<file path="config.mk">
export PLATFORM = sky130hd
export DESIGN_NAME = ssp_tx_shifter
export DESIGN_NICKNAME = d
export VERILOG_FILES = /design/src/rtl/ssp_pkg.sv /design/src/rtl/ssp_clk_div.sv /design/src/rtl/ssp_tx_shifter.sv
export SDC_FILE = /design/constraint.sdc
export NUM_CORES = 1
export LEC_CHECK = 0
export CORE_UTILIZATION = 59
export CTS_BUF_LIST = sky130_fd_sc_hd__clkbuf_8
export DETAILED_ROUTE_END_ITERATION = 10
export PLACE_DENSITY = 0.88
export SKIP_LAST_GASP = 1
export SLEW_MARGIN = 40
export SYNTH_ARGS = -nofsm -noshare
export SYNTH_HDL_FRONTEND = slang
export SYNTH_HIERARCHICAL = 1
export SYNTH_SLANG_ARGS = --single-unit
</file>
<file path="constraint.sdc">
create_clock -name PCLK -period 4.32 [get_ports PCLK]
set_input_delay 0.864 -clock PCLK [delete_from_list [all_inputs] [get_ports PCLK]]
set_output_delay 0.864 -clock PCLK [all_outputs]
set_load 0.03 [all_outputs]
</file>
<file path="src/rtl/ssp_pkg.sv">
// Shared types and constants for the SSP transmit/receive datapath.
package ssp_pkg;

   localparam int SSP_DATA_WIDTH = 8;
   localparam int CLK_DIV_MIN    = 2;

   typedef enum logic [2:0] {
      IDLE,
      REQ,
      LOAD,
      WAIT_FS,
      FRAME,
      SHIFT
   } tx_state_t;

endpackage

</file>
<file path="src/rtl/ssp_clk_div.sv">
// Free-running serial clock generator: SSPCLKOUT = PCLK / (2*CLK_DIV), with
// single-PCLK strobes flagging the cycle before each SSPCLKOUT edge.
module ssp_clk_div #(
   parameter int CLK_DIV = 2
) (
   input  logic PCLK,
   input  logic CLEAR,
   output logic SSPCLKOUT,
   output logic rise_tick,
   output logic fall_tick
);

   localparam int CW = (CLK_DIV > 1) ? $clog2(CLK_DIV) : 1;

   logic [CW-1:0] div_cnt_q, div_cnt_d;
   logic          sclk_q, sclk_d;
   logic          wrap;

   always_comb begin
      wrap      = (div_cnt_q == CW'(CLK_DIV - 1));
      div_cnt_d = wrap ? '0 : div_cnt_q + 1'b1;
      sclk_d    = wrap ? ~sclk_q : sclk_q;
      // Strobes lead the edge so consumers update in step with SSPCLKOUT.
      rise_tick = wrap && !sclk_q;
      fall_tick = wrap && sclk_q;
   end

   always_ff @(posedge PCLK) begin
      if (CLEAR) begin
         div_cnt_q <= '0;
         sclk_q    <= 1'b0;
      end else begin
         div_cnt_q <= div_cnt_d;
         sclk_q    <= sclk_d;
      end
   end

   assign SSPCLKOUT = sclk_q;

endmodule

</file>
<file path="src/rtl/ssp_tx_shifter.sv">
// SSP transmit serializer: pops words from the TX FIFO and sends them MSB-first
// in TI frame format, prefetching the next word into a hold register.
module ssp_tx_shifter
   import ssp_pkg::*;
#(
   parameter int DATA_WIDTH = SSP_DATA_WIDTH,
   parameter int CLK_DIV    = 2
) (
   input  logic                  PCLK,
   input  logic                  CLEAR,
   input  logic [DATA_WIDTH-1:0] TxData,
   input  logic                  fifo_empty,
   output logic                  shf_read_ready,
   output logic                  SSPTXD,
   output logic                  SSPFSSOUT,
   output logic                  SSPCLKOUT,
   output logic                  SSPOE_B,
   output logic                  tx_busy
);

   localparam int BW = $clog2(DATA_WIDTH);

   tx_state_t             state_q, state_d;
   logic [DATA_WIDTH-1:0] shift_q, shift_d;
   logic [DATA_WIDTH-1:0] hold_q, hold_d;
   logic                  hold_valid_q, hold_valid_d;
   logic [BW-1:0]         bit_cnt_q, bit_cnt_d;
   logic                  txd_q, txd_d;
   logic                  fss_q, fss_d;
   logic                  oe_b_q, oe_b_d;
   logic                  pf_armed_q, pf_armed_d;
   logic                  pf_cap_q, pf_cap_d;
   logic                  pf_pop;
   logic                  rise_tick;
   logic                  fall_tick;

   ssp_clk_div #(
      .CLK_DIV(CLK_DIV)
   ) u_clk_div (
      .PCLK      (PCLK),
      .CLEAR     (CLEAR),
      .SSPCLKOUT (SSPCLKOUT),
      .rise_tick (rise_tick),
      .fall_tick (fall_tick)
   );

   always_comb begin
      state_d      = state_q;
      shift_d      = shift_q;
      hold_d       = hold_q;
      hold_valid_d = hold_valid_q;
      bit_cnt_d    = bit_cnt_q;
      txd_d        = txd_q;
      fss_d        = fss_q;
      oe_b_d       = oe_b_q;
      pf_armed_d   = 1'b0;

      // Prefetch window is the single PCLK right after bit_cnt reaches 1.
      pf_pop   = (state_q == SHIFT) && pf_armed_q && !hold_valid_q && !fifo_empty;
      pf_cap_d = pf_pop;

      if (pf_cap_q) begin
         hold_d       = TxData;
         hold_valid_d = 1'b1;
      end

      unique case (state_q)
         IDLE: begin
            if (!fifo_empty) state_d = REQ;
         end
         REQ: begin
            state_d = LOAD;
         end
         LOAD: begin
            shift_d = TxData;
            state_d = WAIT_FS;
         end
         WAIT_FS: begin
            if (rise_tick) begin
               fss_d   = 1'b1;
               oe_b_d  = 1'b0;
               state_d = FRAME;
            end
         end
         FRAME: begin
            if (rise_tick) begin
               fss_d     = 1'b0;
               txd_d     = shift_q[DATA_WIDTH-1];
               bit_cnt_d = BW'(DATA_WIDTH - 1);
               state_d   = SHIFT;
            end
         end
         SHIFT: begin
            if (rise_tick) begin
               if (bit_cnt_q == '0) begin
                  txd_d = 1'b0;
                  if (hold_valid_q) begin
                     shift_d      = hold_q;
                     hold_valid_d = 1'b0;
                     fss_d        = 1'b1;
                     state_d      = FRAME;
                  end else begin
                     oe_b_d  = 1'b1;
                     state_d = IDLE;
                  end
               end else begin
                  txd_d      = shift_q[bit_cnt_q - 1'b1];
                  bit_cnt_d  = bit_cnt_q - 1'b1;
                  pf_armed_d = (bit_cnt_q == BW'(2));
               end
            end
         end
         default: begin
            state_d = IDLE;
         end
      endcase

      shf_read_ready = (state_q == REQ) || pf_pop;
   end

   always_ff @(posedge PCLK) begin
      if (CLEAR) begin
         state_q      <= IDLE;
         shift_q      <= '0;
         hold_q       <= '0;
         hold_valid_q <= 1'b0;
         bit_cnt_q    <= '0;
         txd_q        <= 1'b0;
         fss_q        <= 1'b0;
         oe_b_q       <= 1'b1;
         pf_armed_q   <= 1'b0;
         pf_cap_q     <= 1'b0;
      end else begin
         state_q      <= state_d;
         shift_q      <= shift_d;
         hold_q       <= hold_d;
         hold_valid_q <= hold_valid_d;
         bit_cnt_q    <= bit_cnt_d;
         txd_q        <= txd_d;
         fss_q        <= fss_d;
         oe_b_q       <= oe_b_d;
         pf_armed_q   <= pf_armed_d;
         pf_cap_q     <= pf_cap_d;
      end
   end

   assign SSPTXD    = txd_q;
   assign SSPFSSOUT = fss_q;
   assign SSPOE_B   = oe_b_q;
   assign tx_busy   = (state_q != IDLE);

   ap_pop_single : assert property (@(posedge PCLK) disable iff (CLEAR)
      shf_read_ready |=> !shf_read_ready);
   ap_pop_nonempty : assert property (@(posedge PCLK) disable iff (CLEAR)
      shf_read_ready |-> !fifo_empty);
   ap_ticks_exclusive : assert property (@(posedge PCLK)
      !(rise_tick && fall_tick));
   ap_prefetch_done : assert property (@(posedge PCLK) disable iff (CLEAR)
      (state_q == SHIFT && rise_tick && bit_cnt_q == '0) |-> (!pf_cap_q && !pf_pop));

endmodule

</file>
==> impl_metrics.py <==
metrics = {
    "power_and_ir_drop": {
        "p_per_area_nw_per_um2": 386,
        "vdd.ir_drop.worst_mv": 0.383,
        "p_leak_nw": 0.602,
    },
    "timing": {
        "finalCriticalPeriod_ps": 3140,
        "fin_setup_tns_ps": 0,
        "clock.fmax_ghz": 0.319,
        "relSlewSlack_pct": 44.5,
        "hold_viol_final": 0,
        "setup_slack_ps": 1180,
        "fin_skew_ps": 2.00,
        "finalSetupViolCount": 0,
        "finalMaxSlewViolations": 0,
        "rsz0062_at_grt": "no",
        "post-route-period-util_pct": 72.6,
        "tightest_slew_ps": 831,
    },
    "die": {
        "die_w_um": 51.9,
        "die_h_um": 51.9,
        "std_cell_rows": 17,
        "design.core.area_um2": 2280,
        "num_io_pins": 17,
        "dieArea_um2": 2690,
        "start_util_pct": 64.5,
    },
    "finish": {
        "diodes": 0,
        "final_util_pct": 73.7,
        "area_growth_pct": 14.2,
        "drive_above_1_share_pct": 9.36,
        "stdcell_count": 199,
        "fillCellCount": 151,
        "nNetsFinal": 184,
        "finish.instance_area_um2": 1680,
    },
    "route": {
        "dr.pass1.iters": 4,
        "drt_iter0_markers": 29,
        "drt_wl_total_um": 3080,
        "viasPerCell": 5.96,
        "route.detailed.drc": 0,
        "route.detailed.wl_per_inst_um": 15.5,
        "ant_nets": 0,
        "vias": 1186,
    },
    "placement": {
        "dp_cells": 191,
        "portBuffers": 16,
        "dp.final_hpwl_um": 2010,
        "gp_congestion": 0.844,
        "dp_worst_setup_slack_ps": 1190,
        "placed_cell_area_um2": 1570,
    },
    "clocking": {
        "clk_path_buf_depth": 2,
        "cts_tree": "yes",
        "ctsResizeCount": 0,
        "cts_sinks": 30,
        "clkTransAtPathRegs_ps": 60,
        "clock_latency_ps": 290,
        "cts-root-buf": "clkbuf_8",
        "ctsHtreeMaxLevel": 2,
        "cts-hold-fix-buffers": 0,
        "cts_setup_buffers": 0,
        "numCtsBuffers": 5,
    },
    "logic_synthesis": {
        "syn_nets": 171,
        "avgSynthCellArea_um2": 9.35,
        "synth_area_um2": 1470,
        "yosys_warnings": 6,
        "synthCells": 157,
    },
    "global_route": {
        "grt_usage_pct": 27.9,
        "grt_max_degree": 31,
        "grt_pass1_vias": 1170,
        "antenna_found_initial": 0,
        "globalRouteOverflowTotal": 0,
        "grt_pass1_wl_um": 5280,
    },
    "setup_path": {
        "critPathLaunchType": "input pin",
        "crit_top_cell": "clkdlybuf4s50_1",
        "cp.arrival_ps": 2270,
        "slowest_stage": "clkdlybuf4s50_1",
        "end_kind": "output pin",
        "critPathKind": "input pin to output pin",
        "path_max_fanout": 2,
        "path_cells": "clkdlybuf4s50_1 > nor2_1 > nand2_1 > a21oi_1 > clkdlybuf4s50_1",
        "cp_slowest_stage_delay_ps": 680,
        "crit_buf_inv": 2,
        "crit_required_ps": 3460,
        "path_delay_family": "buffers and inverters",
    },
    "job": {
        "maxCapViolations": 0,
    },
    "status": {
        "status": "complete, no violations",
    },
    "hold_path": {
        "holdCritPathClass": "flip-flop to flip-flop",
    },
}
## cell usage in the layout, fill, tap and decap left out, drive strengths merged, types with 3 or more instances in the layout
cell and n:
clkdlybuf4s50 15, mux2i 8, nand3 9, nand2 15, inv 3, nand3b 3
clkbuf 8, dfxtp 30, nor2 30, a21oi 5, a311oi 8, o21ai 4
ha 3, nor3 3, nand2b 3, nor2b 3
## area by class of cell
| class | count | area (um^2) | area share (%) |
|---|---|---|---|
| Tap cell | 28 | 35.0 | 2.09 |
| Clock buffer | 8 | 110 | 6.57 |
| Multi-Input combinational cell | 114 | 764 | 45.6 |
| Sequential cell | 30 | 601 | 35.8 |
| Timing Repair Buffer | 16 | 155 | 9.25 |
| Inverter | 3 | 11.3 | 0.672 |
## metrics by stage
step	hold WS [ps]	power [mW]
CTS	460	0.648
global route	492	0.673
floorplan	422	0.367
detailed placement	448	0.387
finish	457	0.647
global placement	428	0.383
## worst paths after layout
| check | startpoint | end | slack [ps] | cells after the start |
|---|---|---|---|---|
| max | fifo_empty | shf_read_ready | 1180 | 5 |
| min | u_clk_div/div_cnt_q | u_clk_div/div_cnt_q | 460 | 1 |
| max reg2reg | state_q[2] | shift_q[2] | 2270 | 4 |
| min reg2reg | u_clk_div/div_cnt_q | u_clk_div/div_cnt_q | 460 | 1 |
## flip-flops by register name, indices dropped and copies added (netlist names)
signal / count
hold_q: 8
shift_q: 8
bit_cnt_q: 3
state_q: 3
SSPFSSOUT: 1
SSPOE_B: 1
SSPTXD: 1
hold_valid_q: 1
pf_armed_q: 1
pf_cap_q: 1
u_clk_div/SSPCLKOUT: 1
u_clk_div/div_cnt_q: 1
## per-layer routing
metal,vias up,part of all wire (%),global-route usage (%)
met5,-,0,0
met4,0,2.3,12.6
met3,9,6.6,10.2
met2,34,50,44.7
met1,556,41,32.9
li1,587,-,-
## power by group
group	switching [mW]	internal (mW)	total [mW]	leakage (nW)
logic	0.0388	0.0363	0.0751	0.301
clock network	0.105	0.161	0.266	0.0575
registers	0.0165	0.289	0.306	0.244
Note: power is estimated with default switching activity, not from simulation.
